File: config.mk
export PLATFORM = sky130hd
export DESIGN_NAME = hit_judge_flat
export DESIGN_NICKNAME = d
export VERILOG_FILES = /design/src/rtl/hit_judge_pkg.sv /design/src/rtl/hit_judge_if.sv /design/src/rtl/hit_judge_sat_counter.sv /design/src/rtl/hit_judge.sv /design/src/flat_wrapper.sv
export SDC_FILE = /design/constraint.sdc
export NUM_CORES = 1
export LEC_CHECK = 0
export CORE_ASPECT_RATIO = 1.75
export CORE_UTILIZATION = 25
export DETAILED_ROUTE_END_ITERATION = 7
export PLACE_DENSITY = 0.5
export SLEW_MARGIN = 20
export SYNTH_ARGS = -nofsm -noshare
export SYNTH_HDL_FRONTEND = slang
export SYNTH_HIERARCHICAL = 1
export SYNTH_SLANG_ARGS = --single-unit
File: constraint.sdc
create_clock -name clk -period 2 [get_ports clk]
set_clock_uncertainty 0.1 [all_clocks]
set_input_delay 0.4 -clock clk [delete_from_list [all_inputs] [get_ports clk]]
set_output_delay 0.4 -clock clk [all_outputs]
set_load 0.1 [all_outputs]
File: src/rtl/hit_judge_pkg.sv
// hit_judge_pkg: state encoding and default constants shared by the hit judge slice
package hit_judge_pkg;
  typedef enum logic {IDLE = 1'b0, ARMED = 1'b1} state_t;
  localparam int WINDOW = 8;
  localparam int HIT_PTS = 10;
  localparam int SCORE_W = 10;
  localparam int COMBO_MAX = 15;
  localparam int COMBO_W = $clog2(COMBO_MAX + 1);
endpackage

File: src/rtl/hit_judge_if.sv
// hit_judge_if: song control, arrow/press pulses and judged results
interface hit_judge_if #(parameter int SCORE_W = hit_judge_pkg::SCORE_W);
  logic clr;
  logic arrow;
  logic press;
  logic hit;
  logic miss;
  logic [SCORE_W-1:0] score;
  logic [hit_judge_pkg::COMBO_W-1:0] combo;
  modport master(output clr, arrow, press, input hit, miss, score, combo);
  modport slave(input clr, arrow, press, output hit, miss, score, combo);
endinterface

File: src/rtl/hit_judge_sat_counter.sv
// sat_counter: accumulator that adds INC when enabled and sticks at all-ones
module sat_counter #(
  parameter int W = 4,
  parameter int INC = 1
) (
  input  logic         clk,
  input  logic         rst_n,
  input  logic         clr,
  input  logic         en,
  output logic [W-1:0] q
);
  localparam logic [32:0] MAX = (33'd1 << W) - 33'd1;
  logic [32:0] sum;
  assign sum = 33'(q) + 33'(INC);
  always_ff @(posedge clk or negedge rst_n)
    if (!rst_n) q <= '0;
    else if (clr) q <= '0;
    else if (en) q <= sum > MAX ? MAX[W-1:0] : sum[W-1:0];
endmodule

File: src/rtl/hit_judge.sv
// hit_judge: judges presses against a timing window after each arrow and keeps score/combo
module hit_judge #(
  parameter int WINDOW = hit_judge_pkg::WINDOW,
  parameter int HIT_PTS = hit_judge_pkg::HIT_PTS,
  parameter int SCORE_W = hit_judge_pkg::SCORE_W
) (
  input logic       clk,
  input logic       rst_n,
  hit_judge_if.slave bus
);
  import hit_judge_pkg::*;
  localparam logic [7:0] RELOAD = 8'(WINDOW - 1);
  state_t state, state_d;
  logic [7:0] cnt, cnt_d;
  logic hit_q, miss_q, hit_d, miss_d, expired;
  assign expired = state == ARMED && cnt == '0;
  always_ff @(posedge clk or negedge rst_n)
    if (!rst_n) begin
      state <= IDLE;
      cnt <= '0;
      hit_q <= 1'b0;
      miss_q <= 1'b0;
    end else begin
      state <= state_d;
      cnt <= cnt_d;
      hit_q <= hit_d;
      miss_q <= miss_d;
    end
  // an arrow re-arms unless it is consumed by a simultaneous press from IDLE
  always_comb
    state_d = bus.clr ? IDLE
            : bus.arrow && (state == ARMED || !bus.press) ? ARMED
            : bus.press || expired ? IDLE
            : state;
  always_comb begin
    hit_d = !bus.clr && bus.press && (state == ARMED || bus.arrow);
    miss_d = !bus.clr && (bus.press ? state == IDLE && !bus.arrow
                                    : state == ARMED && (bus.arrow || cnt == '0));
    cnt_d = bus.clr ? '0
          : bus.arrow && state_d == ARMED ? RELOAD
          : state == ARMED && !bus.press && cnt != '0 ? cnt - 8'd1
          : cnt;
  end
  sat_counter #(.W(SCORE_W), .INC(HIT_PTS)) u_score (
    .clk(clk), .rst_n(rst_n), .clr(bus.clr), .en(hit_d), .q(bus.score)
  );
  sat_counter #(.W(COMBO_W), .INC(1)) u_combo (
    .clk(clk), .rst_n(rst_n), .clr(bus.clr || miss_d), .en(hit_d), .q(bus.combo)
  );
  assign bus.hit = hit_q;
  assign bus.miss = miss_q;
endmodule

File: src/flat_wrapper.sv
// flat-port wrapper written by rule: the top's interface ports become plain ports
module hit_judge_flat import hit_judge_pkg::*;
#(
  parameter int WINDOW = hit_judge_pkg::WINDOW,
  parameter int HIT_PTS = hit_judge_pkg::HIT_PTS,
  parameter int SCORE_W = hit_judge_pkg::SCORE_W
)
  (clk, rst_n, bus_clr, bus_arrow, bus_press, bus_hit, bus_miss, bus_score, bus_combo);
  hit_judge_if #(.SCORE_W(SCORE_W)) bus_i ();
  input logic clk;
  input logic rst_n;
  input wire logic [$bits(bus_i.clr)-1:0] bus_clr;
  input wire logic [$bits(bus_i.arrow)-1:0] bus_arrow;
  input wire logic [$bits(bus_i.press)-1:0] bus_press;
  output wire logic [$bits(bus_i.hit)-1:0] bus_hit;
  output wire logic [$bits(bus_i.miss)-1:0] bus_miss;
  output wire logic [$bits(bus_i.score)-1:0] bus_score;
  output wire logic [$bits(bus_i.combo)-1:0] bus_combo;
  assign bus_i.clr = bus_clr;
  assign bus_i.arrow = bus_arrow;
  assign bus_i.press = bus_press;
  assign bus_hit = bus_i.hit;
  assign bus_miss = bus_i.miss;
  assign bus_score = bus_i.score;
  assign bus_combo = bus_i.combo;
  hit_judge #(.WINDOW(WINDOW), .HIT_PTS(HIT_PTS), .SCORE_W(SCORE_W)) u_core (.clk(clk), .rst_n(rst_n), .bus(bus_i));
endmodule
==> results.json, run 1 <==
{
  "worst-setup-path-type": "reg2reg",
  "rsz0062_at_grt": "true",
  "yosysUniqueCellTypes": 55,
  "synth_seq_cells": 25,
  "top_level_ports": 21,
  "buffer_ports.inserted": 20,
  "end_kind": "flop",
  "fmaxAchievable_ghz": 0.525,
  "p_leak_nw": 0.928,
  "drt_wl_total_mm": 3.96,
  "ant_nets": 0,
  "crit_fanout": 6,
  "clk_pin_slew_ns": 0.10,
  "die_w_um": 62.3,
  "synthCells": 160,
  "max_slew_margin_pct": 76.8,
  "netlist_area_mm2": 0.00159,
  "arrival_ns": 1.99,
  "place_congestion": 0.821,
  "wl_per_cell_um": 14.2,
  "setup_viol": 0,
  "clk_path_buf_depth": 2,
  "area_delta_synth_final_pct": 41.9,
  "via_count": 1371,
  "drt-pass1-iter-count": 4,
  "yosysTopAreaCell": "dfrtp_1",
  "fin_nets": 211,
  "power_per_cell_area_mw_per_mm2": 535,
  "worstPathRequired_ns": 2.08,
  "insertion_delay_ns": 0.28,
  "fin_crit_sh_pct": 95.3,
  "hold_buffers": 0,
  "yosys_most_used_dff": "dfrtp_1",
  "num_rows": 38,
  "holdWs_ns": 0.369,
  "diodes": 0,
  "synth.most_common_cell": "dfrtp_1",
  "start_kind": "flop",
  "vias_per_cell": 4.91,
  "cts_tree": "built",
  "fp.dieArea_mm2": 0.00671,
  "grt_max_degree": 26,
  "async_flop_share_pct": 100,
  "ys.warnings.count": 6,
  "hp-class": "in2async",
  "start_util_pct": 25.8,
  "synth_common_cells": "25 x dfrtp_1, 17 x nor2_1, 10 x nor3_1",
  "hold_viol": 0,
  "cts.htree.levels": 1,
  "grt.overflow.total": 0,
  "fillers": 651,
  "drt_iter0_drc": 33,
  "grt_pass1_wl_mm": 6.55,
  "yosys.area.top_type_share_pct": 39.3,
  "post-dp-hpwl_mm": 3.01,
  "synth_edf_count": 0,
  "drive_gt1_share_pct": 40.2,
  "vdd_drop_max_v": 0.000268,
  "seq_area_frac_synth_pct": 39.3,
  "antenna_found_initial": 0,
  "ff2ff_setup_slack_ns": 0.09,
  "grt_pass1_vias": 1447,
  "finalCriticalPeriod_ns": 1.91,
  "avgSynthCellArea_um2": 9.95,
  "grtUsageTotal_pct": 12.6,
  "multi_input_area_um2": 940,
  "syn-num-nets": 171,
  "cap_violations": 0,
  "cts_buffers": 3,
  "cts.sinks": 25,
  "synthTopCellsByArea": "dfrtp_1 39%, ha_1 4.7%, nor2_1 4.0%",
  "seqCellArea_um2": 642,
  "final_util_pct": 36.6,
  "core_area_mm2": 0.00618,
  "root_buffer": "clkbuf_8",
  "worstMarginPinSlew_ns": 0.347,
  "route.detailed.drc": 0,
  "maxSlewViolCount": 0,
  "status": "finished, final reports clean",
  "die_h_um": 108
}
[power by group]
| part | total, mW | switching [mW] | internal [mW] |
|---|---|---|---|
| sequential | 0.553 | 0.0271 | 0.526 |
| combinational | 0.337 | 0.198 | 0.139 |
| clock | 0.319 | 0.179 | 0.140 |
[kinds of logic (layout without fill, tap and decap cells)]
logic type	Yosys count	count (layout)	synth area share [%]
xor+xnor	4	4	2.20
simple gates	69	69	27.1
compound gates	42	42	22.8
flops	25	25	39.3
mux	1	1	0.628
fa+ha+maj	6	6	4.71
buf+inv	13	52	3.30
[placed cells by master, fill, tap and decap left out, types with 3 or more instances in the layout]
cell              n
nor2_1           17
nand3_1           6
clkdlybuf4s50_1   4
buf_12           15
ha_1              4
dfrtp_1          16
clkbuf_8          3
nor3_1           10
a211o_1           3
a31oi_1           3
a21oi_1           6
nor2b_1           3
dfrtp_2           7
a311oi_2          3
inv_1             6
nand4_1           4
nand2b_1          4
buf_4            22
nand2_1           8
a21oi_2           3
[metrics by stage]
step | setup TNS, ns | total power [mW] | std cells | cell area [um^2] | setup WS (ns)
global placement | -1.16 | 0.898 | 273 | 2190 | -0.164
CTS | 0 | 1.22 | 277 | 2240 | 0.0657
finish | 0 | 1.21 | 279 | 2260 | 0.0937
global route | -0.00331 | 1.26 | 279 | 2260 | -0.00331
floorplan | 0 | 0.765 | 160 | 1640 | 0.0253
detailed placement | -1.22 | 0.898 | 273 | 2190 | -0.165
[final timing paths]
path                                           from             endpoint  depth (start not counted)
worst max-delay path            u_core/u_score/q[1]  u_core/u_score/q[2]                          6
worst min-delay path                          rst_n  u_core/u_score/q[0]                          2
worst max register to register  u_core/u_score/q[1]  u_core/u_score/q[2]                          6
worst min register to register        u_core/cnt[0]        u_core/cnt[0]                          2
max in group asynchronous                     rst_n  u_core/u_score/q[1]                          2
min in group clk                      u_core/cnt[0]        u_core/cnt[0]                          2
[routing by layer]
metal	vias to the layer above	routed length, um	GRT usage (%)
li1	674	-	-
met1	659	1560	12.2
met2	27	2180	24.7
met3	11	71	1.06
met4	0	154	8.31
met5	-	0	0
[layout make-up]
| class | count | area share (%) |
|---|---|---|
| Inverter | 7 | 1.16 |
| Tap cell | 80 | 4.43 |
| Sequential cell | 25 | 28.4 |
| Clock buffer | 3 | 1.83 |
| Multi-Input combinational cell | 122 | 41.6 |
| Timing Repair Buffer | 41 | 22.4 |
| Clock inverter | 1 | 0.221 |
[registers in the layout, indices dropped and copies added (netlist names)]
| name | flops |
|---|---|
| u_core/state | 1 |
| u_core/bus.miss | 1 |
| u_core/u_combo/q | 4 |
| u_core/u_score/q | 10 |
| u_core/cnt | 8 |
| u_core/bus.hit | 1 |
[worst max-delay path, cell delays in order (launching register included)]
cell      delay [ns]
dfrtp_4         0.51
ha_2            0.23
or2_4           0.26
o21ai_2         0.14
and4_4          0.23
o22ai_4         0.12
a311oi_2        0.22
[repair_timing]
action / 4_1_cts / 5_1_grt
gates resized for setup: 0 / 1
endpoints found under the setup margin: 0 / 3
buffers inserted: 0 / 2
Note: power is estimated with default switching activity, not from simulation.
==> run 2, diff against run 1 <==
--- a/config.mk
+++ b/config.mk
@@ -7,6 +7,7 @@
 export LEC_CHECK = 0
 export CORE_ASPECT_RATIO = 1.75
 export CORE_UTILIZATION = 25
+export CTS_CLUSTER_SIZE = 40
 export DETAILED_ROUTE_END_ITERATION = 7
 export PLACE_DENSITY = 0.5
 export SLEW_MARGIN = 20
==> results of run 2 <==
Final layout, timing and power as in run 1 (identical DEF).
